==> config.mk <==
export PLATFORM = sky130hd
export DESIGN_NAME = lc3b_dcache_responder_flat
export DESIGN_NICKNAME = d
export VERILOG_FILES = /design/src/rtl/lc3b_dcache_responder_if.sv /design/src/rtl/lc3b_dcache_responder.sv /design/src/flat_wrapper.sv
export SDC_FILE = /design/constraint.sdc
export NUM_CORES = 2
export LEC_CHECK = 0
export BUFFER_PORTS_ARGS = -buffer_cell sky130_fd_sc_hd__buf_2
export CORE_MARGIN = 2
export CORE_UTILIZATION = 52
export DETAILED_ROUTE_END_ITERATION = 16
export GPL_ROUTABILITY_DRIVEN = 0
export HOLD_SLACK_MARGIN = 0.1
export PLACE_DENSITY_LB_ADDON = 0.3
export SYNTH_ARGS = -nofsm -noshare
export SYNTH_HDL_FRONTEND = slang
export SYNTH_SLANG_ARGS = --single-unit
export TNS_END_PERCENT = 10
==> constraint.sdc <==
create_clock -name clk -period 17.75 [get_ports clk]
set_input_delay 0 -clock clk [delete_from_list [all_inputs] [get_ports clk]]
set_output_delay 0 -clock clk [all_outputs]
set_load 0.05 [all_outputs]
==> src/rtl/lc3b_dcache_responder_if.sv <==
// Pipeline data-memory and physical-memory signals shared by the LC-3b data cache.
// The slave modport is the cache's view; master is the pipeline/memory environment.
interface lc3b_dcache_responder_if;
  logic         mem_enable;
  logic         mem_read;
  logic         mem_write;
  logic [15:0]  mem_address;
  logic [1:0]   mem_byte_enable;
  logic [15:0]  mem_wdata;
  logic [15:0]  mem_rdata;
  logic         mem_resp;
  logic         mem_hit;
  logic [15:0]  pmem_address;
  logic         pmem_read;
  logic         pmem_write;
  logic [127:0] pmem_wdata;
  logic [127:0] pmem_rdata;
  logic         pmem_resp;

  modport slave (
    input  mem_enable, mem_read, mem_write, mem_address, mem_byte_enable, mem_wdata,
    input  pmem_rdata, pmem_resp,
    output mem_rdata, mem_resp, mem_hit,
    output pmem_address, pmem_read, pmem_write, pmem_wdata
  );

  modport master (
    output mem_enable, mem_read, mem_write, mem_address, mem_byte_enable, mem_wdata,
    output pmem_rdata, pmem_resp,
    input  mem_rdata, mem_resp, mem_hit,
    input  pmem_address, pmem_read, pmem_write, pmem_wdata
  );
endinterface

==> src/rtl/lc3b_dcache_responder.sv <==
// Direct-mapped write-back/write-allocate data cache for the LC-3b MEM stage.
// Optional hit/miss counters are enabled with `define DCACHE_PERF_CNT_EN.
module lc3b_dcache_responder #(
  parameter int unsigned IDX_BITS = 3
) (
  input  logic clk,
  input  logic rst,
  lc3b_dcache_responder_if.slave bus
`ifdef DCACHE_PERF_CNT_EN
  ,
  output logic [15:0] perf_hits,
  output logic [15:0] perf_misses
`endif
);

  localparam int unsigned TAG_BITS = 12 - IDX_BITS;
  localparam int unsigned NUM_SETS = 2 ** IDX_BITS;

  typedef enum logic [1:0] {
    S_COMPARE,
    S_WRITEBACK,
    S_ALLOCATE
  } state_t;

  state_t               state_q;
  logic [NUM_SETS-1:0]  valid_q;
  logic [NUM_SETS-1:0]  dirty_q;
  logic [TAG_BITS-1:0]  tag_q  [NUM_SETS];
  logic [127:0]         data_q [NUM_SETS];
  logic                 pmem_read_q;
  logic                 pmem_write_q;
  logic [15:0]          pmem_addr_q;
  logic [127:0]         pmem_wdata_q;

  logic [IDX_BITS-1:0]  idx;
  logic [TAG_BITS-1:0]  req_tag;
  logic [6:0]           bitpos;
  logic                 req;
  logic                 is_write;
  logic                 hit;
  logic                 resp;
  logic [127:0]         line;
  logic [127:0]         merged;
  logic                 unused_addr_lsb;

  assign unused_addr_lsb = bus.mem_address[0];

  always_comb begin
    idx      = bus.mem_address[4 +: IDX_BITS];
    req_tag  = bus.mem_address[15 -: TAG_BITS];
    bitpos   = {bus.mem_address[3:1], 4'b0000};
    req      = bus.mem_enable & (bus.mem_read | bus.mem_write);
    is_write = bus.mem_write;
    line     = data_q[idx];
    hit      = req & valid_q[idx] & (tag_q[idx] == req_tag);
    resp     = (state_q == S_COMPARE) & hit;
    merged   = line;
    if (bus.mem_byte_enable[0]) merged[bitpos +: 8]         = bus.mem_wdata[7:0];
    if (bus.mem_byte_enable[1]) merged[bitpos + 7'd8 +: 8]  = bus.mem_wdata[15:8];
  end

  assign bus.mem_hit      = hit;
  assign bus.mem_resp     = resp;
  assign bus.mem_rdata    = resp ? line[bitpos +: 16] : '0;
  assign bus.pmem_read    = pmem_read_q;
  assign bus.pmem_write   = pmem_write_q;
  assign bus.pmem_address = pmem_addr_q;
  assign bus.pmem_wdata   = pmem_wdata_q;

  // pmem_* are loaded on the state transition so they are clean flop outputs.
  always_ff @(posedge clk) begin
    if (rst) begin
      state_q      <= S_COMPARE;
      valid_q      <= '0;
      dirty_q      <= '0;
      pmem_read_q  <= 1'b0;
      pmem_write_q <= 1'b0;
      pmem_addr_q  <= '0;
      pmem_wdata_q <= '0;
    end else begin
      case (state_q)
        S_COMPARE: begin
          if (resp) begin
            if (is_write && (bus.mem_byte_enable != 2'b00)) dirty_q[idx] <= 1'b1;
          end else if (req) begin
            if (dirty_q[idx]) begin
              state_q      <= S_WRITEBACK;
              pmem_write_q <= 1'b1;
              pmem_addr_q  <= {tag_q[idx], idx, 4'b0000};
              pmem_wdata_q <= line;
            end else begin
              state_q     <= S_ALLOCATE;
              pmem_read_q <= 1'b1;
              pmem_addr_q <= {req_tag, idx, 4'b0000};
            end
          end
        end
        S_WRITEBACK: begin
          if (bus.pmem_resp) begin
            state_q      <= S_ALLOCATE;
            dirty_q[idx] <= 1'b0;
            pmem_write_q <= 1'b0;
            pmem_wdata_q <= '0;
            pmem_read_q  <= 1'b1;
            pmem_addr_q  <= {req_tag, idx, 4'b0000};
          end
        end
        S_ALLOCATE: begin
          if (bus.pmem_resp) begin
            state_q      <= S_COMPARE;
            valid_q[idx] <= 1'b1;
            dirty_q[idx] <= 1'b0;
            pmem_read_q  <= 1'b0;
            pmem_addr_q  <= '0;
          end
        end
        default: state_q <= S_COMPARE;
      endcase
    end
  end

  // Tag and data contents need no reset; valid bits qualify them.
  always_ff @(posedge clk) begin
    if (!rst) begin
      if (resp && is_write) begin
        data_q[idx] <= merged;
      end else if ((state_q == S_ALLOCATE) && bus.pmem_resp) begin
        data_q[idx] <= bus.pmem_rdata;
        tag_q[idx]  <= req_tag;
      end
    end
  end

`ifdef DCACHE_PERF_CNT_EN
  logic [15:0] hits_q;
  logic [15:0] misses_q;
  logic        missed_q;

  // missed_q remembers that the pending request already took a miss path.
  always_ff @(posedge clk) begin
    if (rst) begin
      hits_q   <= '0;
      misses_q <= '0;
      missed_q <= 1'b0;
    end else if (resp) begin
      missed_q <= 1'b0;
      if (!missed_q && (hits_q != '1)) hits_q <= hits_q + 16'd1;
    end else if ((state_q == S_COMPARE) && req) begin
      missed_q <= 1'b1;
      if (misses_q != '1) misses_q <= misses_q + 16'd1;
    end
  end

  assign perf_hits   = hits_q;
  assign perf_misses = misses_q;
`endif

endmodule

==> src/flat_wrapper.sv <==
// flat-port wrapper written by rule: the top's interface ports become plain ports
module lc3b_dcache_responder_flat 
#(
  parameter int unsigned IDX_BITS = 3
)
  (clk, rst, bus_mem_enable, bus_mem_read, bus_mem_write, bus_mem_address, bus_mem_byte_enable, bus_mem_wdata, bus_pmem_rdata, bus_pmem_resp, bus_mem_rdata, bus_mem_resp, bus_mem_hit, bus_pmem_address, bus_pmem_read, bus_pmem_write, bus_pmem_wdata);
  lc3b_dcache_responder_if bus_i ();
  input  logic clk;
  input  logic rst;
  input wire logic [$bits(bus_i.mem_enable)-1:0] bus_mem_enable;
  input wire logic [$bits(bus_i.mem_read)-1:0] bus_mem_read;
  input wire logic [$bits(bus_i.mem_write)-1:0] bus_mem_write;
  input wire logic [$bits(bus_i.mem_address)-1:0] bus_mem_address;
  input wire logic [$bits(bus_i.mem_byte_enable)-1:0] bus_mem_byte_enable;
  input wire logic [$bits(bus_i.mem_wdata)-1:0] bus_mem_wdata;
  input wire logic [$bits(bus_i.pmem_rdata)-1:0] bus_pmem_rdata;
  input wire logic [$bits(bus_i.pmem_resp)-1:0] bus_pmem_resp;
  output wire logic [$bits(bus_i.mem_rdata)-1:0] bus_mem_rdata;
  output wire logic [$bits(bus_i.mem_resp)-1:0] bus_mem_resp;
  output wire logic [$bits(bus_i.mem_hit)-1:0] bus_mem_hit;
  output wire logic [$bits(bus_i.pmem_address)-1:0] bus_pmem_address;
  output wire logic [$bits(bus_i.pmem_read)-1:0] bus_pmem_read;
  output wire logic [$bits(bus_i.pmem_write)-1:0] bus_pmem_write;
  output wire logic [$bits(bus_i.pmem_wdata)-1:0] bus_pmem_wdata;
  assign bus_i.mem_enable = bus_mem_enable;
  assign bus_i.mem_read = bus_mem_read;
  assign bus_i.mem_write = bus_mem_write;
  assign bus_i.mem_address = bus_mem_address;
  assign bus_i.mem_byte_enable = bus_mem_byte_enable;
  assign bus_i.mem_wdata = bus_mem_wdata;
  assign bus_i.pmem_rdata = bus_pmem_rdata;
  assign bus_i.pmem_resp = bus_pmem_resp;
  assign bus_mem_rdata = bus_i.mem_rdata;
  assign bus_mem_resp = bus_i.mem_resp;
  assign bus_mem_hit = bus_i.mem_hit;
  assign bus_pmem_address = bus_i.pmem_address;
  assign bus_pmem_read = bus_i.pmem_read;
  assign bus_pmem_write = bus_i.pmem_write;
  assign bus_pmem_wdata = bus_i.pmem_wdata;
  lc3b_dcache_responder #(.IDX_BITS(IDX_BITS)) u_core (.clk(clk), .rst(rst), .bus(bus_i));
endmodule
### Word level (Yosys, flattened, before mapping)

Memories as Yosys holds them, arrays and structs flattened.
Index checks and enable logic that the tools add are counted.

* memories: 2
* memory bits (writable): 1096
* output and inout port bits: 164
* logic and storage cells: 107
* register bits: 164

Memory list
* u_core.data_q: depth 8, bits a word 128, read ports 1, clocked after Yosys merged registers in 0, wr ports 1, RTL line lc3b_dcache_responder.sv:29 `logic [127:0] data_q [NUM_SETS];`
* u_core.tag_q: depth 8, bits a word 9, read ports 1, clocked after Yosys merged registers in 0, wr ports 1, RTL line lc3b_dcache_responder.sv:28 `logic [TAG_BITS-1:0] tag_q [NUM_SETS];`

* eq/ne operators: 12
* $lt $le $gt $ge: 2
* reduce and logical (&&, ||, !) cells: 16
* add/sub/neg operators: 3
* bitwise gates (word level): 10
* muxes and demuxes: 50
* shifts and indexed selects: 5

Operators with widths (count)
* $mux 128: 7
* $bwmux 128: 2
* $pmux 128 s2: 1
* $shift 8x9->128 const A: 2
* $shiftx 8x9->128: 2
* $shiftx 128x8->16: 1
* $mux 16: 6
* $pmux 16 s3: 1
* $mux 8: 3
* $mux 1: 18
* $neg 7->9: 2
* $or 8x8->8: 2
* $pmux 8 s2: 1
* $ne 2x2->1 const B: 6
* $mux 2: 5
* $reduce_and 5->1: 2
* $eq 9x9->1: 1
* $and 8x8->8: 1
* $not 8->8: 1
* $reduce_and 4->1: 2
* $add 7x4->7 const B: 1
* $bmux 1 s3: 2
* $ne 2x1->1 const B: 3
* $pmux 2 s3: 1
* 16 further kinds: 25

### Logic depth before layout (Yosys ltp)

* word-level depth: 10
* gate-level depth with buffers: 16

### Least setup slack after synthesis

Ideal clock, no wire load.

* path kind: register to register
* start point: memory u_core.tag_q[5][5] in the netlist's numbering
* end point: memory u_core.data_q[4][0], enable pin
* required time: 16.951 ns
* arrival time: 11.806 ns
* path slack: 5.146 ns
* stages on the path, launching flop included: 11
* period minus slack after synthesis: 12.604 ns
* path through: edfxtp_1 -> mux4_2 -> mux2i_1 -> xnor2_1 -> a311oi_2 -> nand4_2 -> nor2_4 -> nand2_4 -> inv_2 -> a21o_1 -> nor3b_1

* word-level cells in the longest chain between the ends: 9
* elaborated cells between the ends (all ways): 12
* those cells by class: 1 x eq/ne; 6 x mux; 3 x bitwise; 1 x reduce/logical; 1 x memory

Ends and longest elaborated chain
* start: declaration: RTL line lc3b_dcache_responder.sv:28
* $mem_v2 8x9 (*)
* $eq 9x9->1 (*): RTL line lc3b_dcache_responder.sv:55 `hit = req & valid_q[idx] & (tag_q[idx] == req_tag);`
* $and 1x1->1 (*): RTL line lc3b_dcache_responder.sv:55
* via bus_mem_hit: RTL line flat_wrapper.sv:20 `output wire logic [$bits(bus_i.mem_hit)-1:0] bus_mem_hit;`
* $and 1x1->1 (*): RTL line lc3b_dcache_responder.sv:56 `resp = (state_q == S_COMPARE) & hit;`
* via bus_mem_resp: RTL line flat_wrapper.sv:19 `output wire logic [$bits(bus_i.mem_resp)-1:0] bus_mem_resp;`
* $logic_and 1x1->1 (*): RTL line lc3b_dcache_responder.sv:125 `if (resp && is_write) begin`
* $mux 1: RTL line lc3b_dcache_responder.sv:125
* $mux 1: RTL line lc3b_dcache_responder.sv:124 `if (!rst) begin`
* $mux 1 (on tied branches): RTL line lc3b_dcache_responder.sv:126, lc3b_dcache_responder.sv:128
* $or 1x1->1 (no line) (*)
* end: declaration: RTL line lc3b_dcache_responder.sv:29

Mark *: on every way through the listed nets, which the timed path passes. The rest lies on a longest branch.

### Worst setup path after layout

* start point: input bus_mem_address[4]
* end point: memory u_core.data_q[6][69], data pin

* word-level cells in the longest chain between the ends: 10
* elaborated cells between the ends (all ways): 17
* those cells by class: 1 x eq/ne; 10 x mux; 3 x bitwise; 1 x reduce/logical; 2 x memory

Ends and longest elaborated chain
* start: declaration: RTL line flat_wrapper.sv:13 `input wire logic [$bits(bus_i.mem_address)-1:0] bus_mem_address;`
* branches (longest 9 deep; another with $mem_v2 8x9)
* $mux 128 (no line) (*)

Every way passes the cells marked *. The select of a mux whose other input is x is not followed.

==> results.yml <==
timing:
  relSlewSlack: 0.162
  worstMarginPinSlew_ps: 1250
  max_freq_ghz: 0.139
  layout_min_cycle_time_ps: 7210
  skew_ps: 29.5
  setup-tns-final_ps: 0
  rsz0062_at_grt: "no"
  slew_violations: 0
  min_period_over_period: 0.406
  hold_viol_final: 0
  setup_ws_ps: 10540
  finalSetupViolCount: 0
worst_setup_path:
  crit_arrival_ps: 7630
  required_ps: 18170
  startpoint_type: "input port"
  crit_path_end_kind: "flop"
  critPathKind: "in -> reg"
  crit_fanout: 79
yosys:
  synthFlopType: "edfxtp_1"
  synth_seq_cells: 1256
  async_reset_ff_frac: 0
  synth_top_cell_by_area: "edfxtp_1"
  synth_area_leaders: "edfxtp_1, dfxtp_1, mux2_2"
  yosysUniqueCellTypes: 72
  synth.yosys.warnings: 0
  synth_top_area_share: 0.651
  synth_edf_count: 1096
  synth_seq_area_share: 0.714
  post_synth.cell_area_avg_um2: 15.9
  netlist_instances: 3182
  netlist_area_um2: 50500
detailed_routing:
  drt_iter0_drc: 5189
  wl_per_cell_um: 32.6
  num_vias: 33400
  routed_wl_mm: 164
  drt_first_pass_iters: 5
  drc: 0
  postRouteAntennaNets: 0
  avgViaCountPerCell: 6.65
pwr:
  powerDensity_nw_per_um2: 111
  vdd_drop_max_uv: 85.9
  p_leak_nw: 20.4
finish:
  drive_gt1_frac: 0.250
  final_common_cell: "edfxtp_1"
  fin_nets: 3815
  area_growth_pct: 17.2
  nFillCells: 7001
  final_cell_mix: "edfxtp_1, buf_2, mux2_2"
clocking:
  htree_levels: 3
  clock_path_buffers: 3
  cts_resized: 0
  clk_pin_slew_ps: 60
  cts_root_buf: "clkbuf_16"
  cts_tree: "built"
  numCtsBuffers: 121
  cts_sinks: 1256
  clock_latency_ps: 720
  postCtsSetupBuffers: 0
die:
  fp.dieW_um: 316
  core-area_um2: 96600
  start_util: 0.523
  dieArea_um2: 99700
  core.rowCount: 114
  ios: 332
  die_y_um: 316
grt:
  antenna_found_initial: 10
  grt_pass1_vias: 31700
  grt_pass1_wl_mm: 228
  grt_util_all_layers: 0.322
  grt_max_degree: 129
  grt.overflow.total: 0
flow_run:
  cap_violations: 0
placed_design:
  dp_hpwl_mm: 96.6
  place_ws_ps: 10950
  io_buffers: 326
run_status:
  run_status: "finished clean"
worst_hold_path:
  hold_class: "in -> reg"
==> synthesized netlist by cell type, drive strengths merged (6+ instances only) <==
| cell | instances |
|---|---|
| a22o | 126 |
| o22ai | 7 |
| o21ai | 93 |
| ha | 9 |
| o221ai | 8 |
| a21oi | 149 |
| and2 | 10 |
| o211ai | 6 |
| a221oi | 129 |
| buf | 120 |
| mux4 | 50 |
| clkbuf | 119 |
| a211oi | 25 |
| o2bb2ai | 46 |
| edfxtp | 1096 |
| nand2 | 115 |
| and3 | 22 |
| inv | 29 |
| a311oi | 11 |
| mux2i | 84 |
| dfxtp | 160 |
| a31oi | 11 |
| a221o | 17 |
| nor3b | 8 |
| nor3 | 23 |
| mux2 | 268 |
| nor2b | 9 |
| a22oi | 178 |
| nor2 | 142 |
| nand3 | 39 |
==> power breakdown <==
part | total [mW] | switching (mW) | internal [mW]
clock network | 2.65 | 1.12 | 1.53
logic | 0.625 | 0.430 | 0.195
registers | 3.30 | 0.00882 | 3.29
total | 6.58 | 1.56 | 5.02
==> final timing paths <==
check / start / endpoint / slack (ps) / depth (start not counted)
min reg2reg: u_core.valid_q[7] / u_core.valid_q[7] / 460 / 2
max reg2reg: u_core.tag_q[7][5] / u_core.data_q[6][69] / 11310 / 13
max: bus_mem_address[4] / u_core.data_q[6][69] / 10540 / 17
min: bus_mem_wdata[11] / u_core.data_q[7][75] / 150 / 4
==> metrics by stage <==
stage	std cells	power, mW	hold slack (ps)	utilization	cell area, um^2
floorplan	3185	3.72	98.9	-	50600
global placement	4635	3.94	312	0.555	53600
detailed placement	4635	3.95	320	0.555	53600
CTS	5022	6.56	108	0.613	59200
global route	5024	6.72	161	0.613	59200
finish	5027	6.58	147	0.613	59200
==> state kept, by name, summed over array words and instances, names as in the netlist, named ones only <==
register and cells:
u_core.bus.pmem_address 12, u_core.tag_q 72, u_core.bus.pmem_read 1, u_core.data_q 1024, u_core.bus.pmem_wdata 128, u_core.bus.pmem_write 1
u_core.state_q 2, u_core.valid_q 8
==> area by class of cell <==
type	count	area [um^2]	share of cell area
well taps	1276	1600	0.0270
inverters	31	116	0.00196
repair buffers	569	3920	0.0662
multi-input cells	1659	13400	0.226
diodes	5	12.5	0.000211
clock inverters	62	666	0.0112
clock buffers	169	3440	0.0580
flip-flops and latches	1256	36100	0.610
==> logic make-up after synthesis <==
logic type               Yosys count  share of synthesized area
AND/OR/NAND/NOR                  405                     0.0375
other                              1                  0.0000742
buffers and inverters            270                     0.0245
flip-flops                      1256                      0.714
XOR/XNOR                           6                    0.00104
adder cells (fa/ha/maj)            9                    0.00223
AO/OA/AOI/OAI                    833                      0.122
multiplexers                     402                     0.0986
==> metal layers <==
metal	vias to the layer above	part of all wire	GRT usage
li1	13800	-	-
met1	16800	0.37	0.444
met2	2423	0.45	0.486
met3	391	0.13	0.0815
met4	6	0.050	0.148
met5	-	0.00021	0
==> worst max-delay path, stage by stage <==
cell and delay (ps):
dlygate4sd3_1 540, buf_6 440, buf_12 450, nor2b_2 240, buf_4 370, a22o_1 260
nor3_1 70, nor4b_2 390, nand4_2 290, nor2_4 290, nand2_4 340, inv_2 390
a211o_4 710, buf_4 770, buf_4 740, mux2_2 420, dlygate4sd3_1 660
==> timing repair <==
| action | 4_1_cts | 5_1_grt |
|---|---|---|
| hold buffers | 156 | 0 |
| hold endpoints to repair | 1129 | 0 |
| setup endpoints to repair | 0 | 0 |
Note: power is estimated with default switching activity, not from simulation.
